<file path="src/rtl/btn_conditioner.sv">
// btn_conditioner: debounces a raw push-button and turns each press into
// single-cycle enables.
//
// Ports
//   board_clk  system clock, rising edge
//   reset      asynchronous, active-high
//   PB         raw bouncy button level (asynchronous)
//   DPB        debounced button level
//   SCEN       one-cycle pulse per accepted press
//   MCEN       one-cycle pulse per press, plus auto-repeat pulses while held
//   state      FSM state for debug LEDs (INI=000 WQ=001 SCEN_ST=010 HOLD=011 WR=100)
//
// Build option: define BTN_COND_REPEAT_EN to enable MCEN auto-repeat every
// REPEAT_CYCLES cycles while the button stays held. Without it MCEN == SCEN.
module btn_conditioner #(
  parameter int DEBOUNCE_CYCLES = 1000000,
  parameter int REPEAT_CYCLES   = 50000000
) (
  input  logic       board_clk,
  input  logic       reset,
  input  logic       PB,
  output logic       DPB,
  output logic       SCEN,
  output logic       MCEN,
  output logic [2:0] state
);

  if (DEBOUNCE_CYCLES < 2 || DEBOUNCE_CYCLES > (1 << 27)) begin : g_db_chk
    $error("DEBOUNCE_CYCLES must be in 2..2^27");
  end
  if (REPEAT_CYCLES < 2 || REPEAT_CYCLES > (1 << 27)) begin : g_rp_chk
    $error("REPEAT_CYCLES must be in 2..2^27");
  end

  typedef enum logic [2:0] {
    INI     = 3'b000,
    WQ      = 3'b001,
    SCEN_ST = 3'b010,
    HOLD    = 3'b011,
    WR      = 3'b100
  } st_t;

  localparam logic [26:0] DB_LAST = 27'(DEBOUNCE_CYCLES - 1);
`ifdef BTN_COND_REPEAT_EN
  localparam logic [26:0] RP_LAST = 27'(REPEAT_CYCLES - 1);
  logic rpt_pulse;
`endif

  st_t         cur_st, nxt_st;
  logic [26:0] cnt, cnt_nxt;
  logic        pb_s1, pb_s2;   // pb_s2 is the synchronized level the FSM uses

  always_ff @(posedge board_clk or posedge reset) begin
    if (reset) begin
      pb_s1  <= 1'b0;
      pb_s2  <= 1'b0;
      cur_st <= INI;
      cnt    <= '0;
    end else begin
      pb_s1  <= PB;
      pb_s2  <= pb_s1;
      cur_st <= nxt_st;
      cnt    <= cnt_nxt;
    end
  end

  // The counter only ever counts up to a compare value and is cleared on
  // every state change, so it cannot wrap.
  always_comb begin
    nxt_st  = cur_st;
    cnt_nxt = cnt;
`ifdef BTN_COND_REPEAT_EN
    rpt_pulse = 1'b0;
`endif
    case (cur_st)
      INI: begin
        cnt_nxt = '0;
        if (pb_s2) nxt_st = WQ;
      end
      WQ: begin
        if (!pb_s2) begin
          nxt_st  = INI;
          cnt_nxt = '0;
        end else if (cnt == DB_LAST) begin
          nxt_st  = SCEN_ST;
          cnt_nxt = '0;
        end else begin
          cnt_nxt = cnt + 27'd1;
        end
      end
      SCEN_ST: begin
        nxt_st  = HOLD;
        cnt_nxt = '0;
      end
      HOLD: begin
        if (!pb_s2) begin
          nxt_st  = WR;
          cnt_nxt = '0;
        end else begin
`ifdef BTN_COND_REPEAT_EN
          if (cnt == RP_LAST) begin
            cnt_nxt   = '0;
            rpt_pulse = 1'b1;
          end else begin
            cnt_nxt = cnt + 27'd1;
          end
`else
          cnt_nxt = cnt;
`endif
        end
      end
      WR: begin
        if (pb_s2) begin
          nxt_st  = HOLD;
          cnt_nxt = '0;
        end else if (cnt == DB_LAST) begin
          nxt_st  = INI;
          cnt_nxt = '0;
        end else begin
          cnt_nxt = cnt + 27'd1;
        end
      end
      default: begin
        // upset into an unused encoding: recover to idle
        nxt_st  = INI;
        cnt_nxt = '0;
      end
    endcase
  end

  assign state = cur_st;
  assign SCEN  = (cur_st == SCEN_ST);
  assign DPB   = (cur_st != INI) && (cur_st != WQ);
`ifdef BTN_COND_REPEAT_EN
  assign MCEN  = SCEN | rpt_pulse;
`else
  assign MCEN  = SCEN;
`endif

endmodule
</file>
<file path="config.mk">
export PLATFORM = sky130hd
export DESIGN_NAME = btn_conditioner
export DESIGN_NICKNAME = d
export VERILOG_FILES = /design/src/rtl/btn_conditioner.sv
export SDC_FILE = /design/constraint.sdc
export NUM_CORES = 1
export LEC_CHECK = 0
export CORE_MARGIN = 1
export CORE_UTILIZATION = 55
export CTS_BUF_LIST = sky130_fd_sc_hd__clkbuf_8
export CTS_CLUSTER_SIZE = 40
export DETAILED_ROUTE_END_ITERATION = 7
export PLACE_DENSITY = 0.72
export SLEW_MARGIN = 20
export SYNTH_ARGS = -nofsm -noshare
export SYNTH_HDL_FRONTEND = slang
export SYNTH_SLANG_ARGS = --single-unit
</file>
<file path="constraint.sdc">
create_clock -name board_clk -period 2.58 [get_ports board_clk]
set_clock_uncertainty 0.1 [all_clocks]
set_input_delay 0.387 -clock board_clk [delete_from_list [all_inputs] [get_ports board_clk]]
set_output_delay 0.387 -clock board_clk [all_outputs]
set_load 0.005 [all_outputs]
</file>
==> impl_metrics.csv <==
group,metric,value,unit
pwr,powerDensity,478.7,nW/um2
yosys,yosys_warnings,0,
layout,final_common_cell,"dfrtp_1",
route,wl_per_cell,14.90,um
worst_setup_path,crit_slowest_cell,"nand4bb_1",
layout,area_delta_synth_final,10.08,%
yosys,yosysTopAreaCellShare,0.4513,
worst_setup_path,cp-startpoint,"state[0]$_DFFE_PP0P_",
clocking,cts.clk_slew.worst_paths,60,ps
worst_setup_path,max_stage_delay,510,ps
timing,drv_slew,0,
layout,final_util,0.6398,
yosys,yosysUniqueCellTypes,44,
timing,max_slew_margin,0.6400,
clocking,clk_latency,280,ps
layout,nFillCells,261,
route,vias,1373,
worst_setup_path,worst_ep_arrival_time,2330,ps
worst_setup_path,startpoint_type,"flop",
yosys,ys_ff_latch,32,
route,vias_per_cell,5.769,
clocking,cts_resized,0,
global_routing,track_usage,0.2378,
route,drc_errors,0,
yosys,synth-edff-count,0,
global_routing,antenna_found_initial,0,
worst_setup_path,cp-end-kind,"flop",
timing,fin_tns_setup,0,ps
floorplan,die_area,3457,um2
yosys,synth_area,1774,um2
layout,layout.cells.most_common_list,"dfrtp_1, nor2_1, xnor2_1",
yosys,synthArstFlopShare,1.000,
layout,multi_input_area,878.3,um2
clocking,clkSinkCount,32,
global_routing,grt_overflow_total,0,
layout,diodes,0,
timing,grt_setup_unrepaired,"false",
layout,ff_latch_area,800.8,um2
clocking,cts_tree,"built",
yosys,synth_nets,190,
worst_setup_path,required,2650,ps
yosys,avgSynthCellArea,9.539,um2
worst_setup_path,cp_max_fo,11,
worst_setup_path,crit-reg2reg-launch,"state[0]$_DFFE_PP0P_",
floorplan,core_region_area,3053,um2
floorplan,boundaryPins,9,
yosys,synthTopCellsByArea,"dfrtp_1, xnor2_1, nor2_1",
global_routing,grt_max_degree,33,
layout,nNetsFinal,197,
yosys,syn_inst,186,
yosys,ys_seq_area_frac,0.4513,
clocking,cts_buffer_depth,2,
route,drtIter0Drc,102,
run,cap_violations,0,
global_routing,grt_pass1_wl,6.044,mm
worst_setup_path,crit_chain,"and4b_1 > nand4bb_1 > nor4_1 > xnor2_1 > nor2_1",
worst_setup_path,crit_type,"flop to flop",
floorplan,row_count,20,
timing,tightest_slew,535.8,ps
place,port_buffers,8,
worst_setup_path,critPathTopFamily,"simple AND/OR/NAND/NOR gates",
layout,drive_gt1_frac,0.1031,
pwr,ir_worst_vdd,0.2732,mV
floorplan,start_util,0.5811,
yosys,synth_flop_cell,"dfrtp_1",
route,firstDrtPassIters,4,
clocking,postCtsHoldBufs,0,
place,hpwlAfterDp,2.505,mm
timing,timing.fmax,0.4429,GHz
worst_hold_path,min_path_type,"flop to flop",
timing,fin_crit,2258,ps
floorplan,die_h,58.80,um
yosys,yosys.area.top_type,"dfrtp_1",
floorplan,fp.dieW,58.80,um
worst_setup_path,critPathBufInv,0,
timing,hold_violations,0,
run_status,status,"finished clean",
global_routing,grt_pass1_vias,1306,
timing,period_share,0.8752,
clocking,post_cts_buffers,0,
route,routed_wl,3.547,mm
route,postRouteAntennaNets,0,
clocking,cts_root_buf,"clkbuf_8",
worst_hold_path,worstHoldStart,"pb_s1$_DFF_PP0_",
clocking,h-tree-depth,2,
place,globalplace.congestion,0.8085,
pwr,power_leakage,0.7456,nW
timing,setup-violations-final,0,
clocking,numCtsBuffers,5,
[per-layer routing]
layer | GRT usage | routed length, um | up-vias
met5 | 0 | 0 | -
met3 | 0.05714 | 149 | 6
met1 | 0.3121 | 1685 | 663
met2 | 0.3701 | 1652 | 37
met4 | 0.1122 | 59 | 0
li1 | - | - | 667
[synthesized netlist by cell type, types with 2 or more instances]
| master | instances |
|---|---|
| dfrtp_1 | 32 |
| nor2_1 | 28 |
| xnor2_1 | 18 |
| nand2_1 | 11 |
| inv_1 | 7 |
| nand3_1 | 7 |
| nor3_1 | 7 |
| nor4_1 | 7 |
| clkbuf_1 | 5 |
| nand4_1 | 5 |
| a21oi_1 | 4 |
| nor3_2 | 4 |
| o21ai_0 | 4 |
| xor2_1 | 4 |
| and3_1 | 3 |
| buf_6 | 3 |
| o22ai_1 | 3 |
| a22o_1 | 2 |
| a31oi_1 | 2 |
| and4_1 | 2 |
| nor2b_1 | 2 |
| nor3b_1 | 2 |
| nor4b_1 | 2 |
| or2_2 | 2 |
[stage by stage]
| step | cells | instance area (um2) | hold slack (ps) | setup slack, ps | power (mW) |
|---|---|---|---|---|---|
| floorplan | 186 | 1774 | 231.2 | 448.6 | 0.5490 |
| global placement | 230 | 1863 | 240.3 | 486.4 | 0.5624 |
| detailed placement | 230 | 1863 | 235.5 | 367.2 | 0.5649 |
| CTS | 238 | 1953 | 249.6 | 367.9 | 0.9464 |
| global route | 238 | 1953 | 251.1 | 135.1 | 0.9737 |
| finish | 238 | 1953 | 247.3 | 322.1 | 0.9349 |
[path summary, 6_finish.rpt]
kind	slack (ps)	cells after the start	end
max in group asynchronous	1710	3	cnt[1]$_DFFE_PP0P_
worst min register to register	250	0	pb_s2$_DFF_PP0_
worst max register to register	320	5	cnt[24]$_DFFE_PP0P_
min in group asynchronous	390	3	cnt[10]$_DFFE_PP0P_
worst max-delay path	320	5	cnt[24]$_DFFE_PP0P_
worst min-delay path	250	0	pb_s2$_DFF_PP0_
[state kept, by name, indices dropped and copies added, names as in the netlist]
signal / count
pb_s2: 1
state: 3
pb_s1: 1
cnt: 27
[area by class of cell]
class	count	share of cell area
Clock buffer	6	0.04228
Clock inverter	2	0.003844
Inverter	7	0.01345
Multi-Input combinational cell	136	0.4497
Sequential cell	32	0.4100
Tap cell	44	0.02819
Timing Repair Buffer	11	0.05253
[cell families (layout without fill, tap and decap cells)]
| kind of cell | Yosys count | after routing | synth area share |
|---|---|---|---|
| compound gates | 20 | 20 | 0.07476 |
| buf+inv | 18 | 26 | 0.05360 |
| fa+ha+maj | 1 | 1 | 0.007051 |
| flops | 32 | 32 | 0.4513 |
| xor+xnor | 22 | 22 | 0.1086 |
| simple gates | 93 | 93 | 0.3047 |
[worst register-to-register path, cell delays in order, from the launching register on]
cell and delay (ps):
dfrtp_1 490, and4b_1 340, nand4bb_1 510, nor4_1 490, xnor2_1 160, nor2_1 50
[power by group]
| group | internal (mW) | switching (mW) |
|---|---|---|
| clock network | 0.209 | 0.171 |
| registers | 0.507 | 0.00782 |
| logic | 0.0149 | 0.0257 |
| total | 0.731 | 0.204 |
Note: power is estimated with default switching activity, not from simulation.
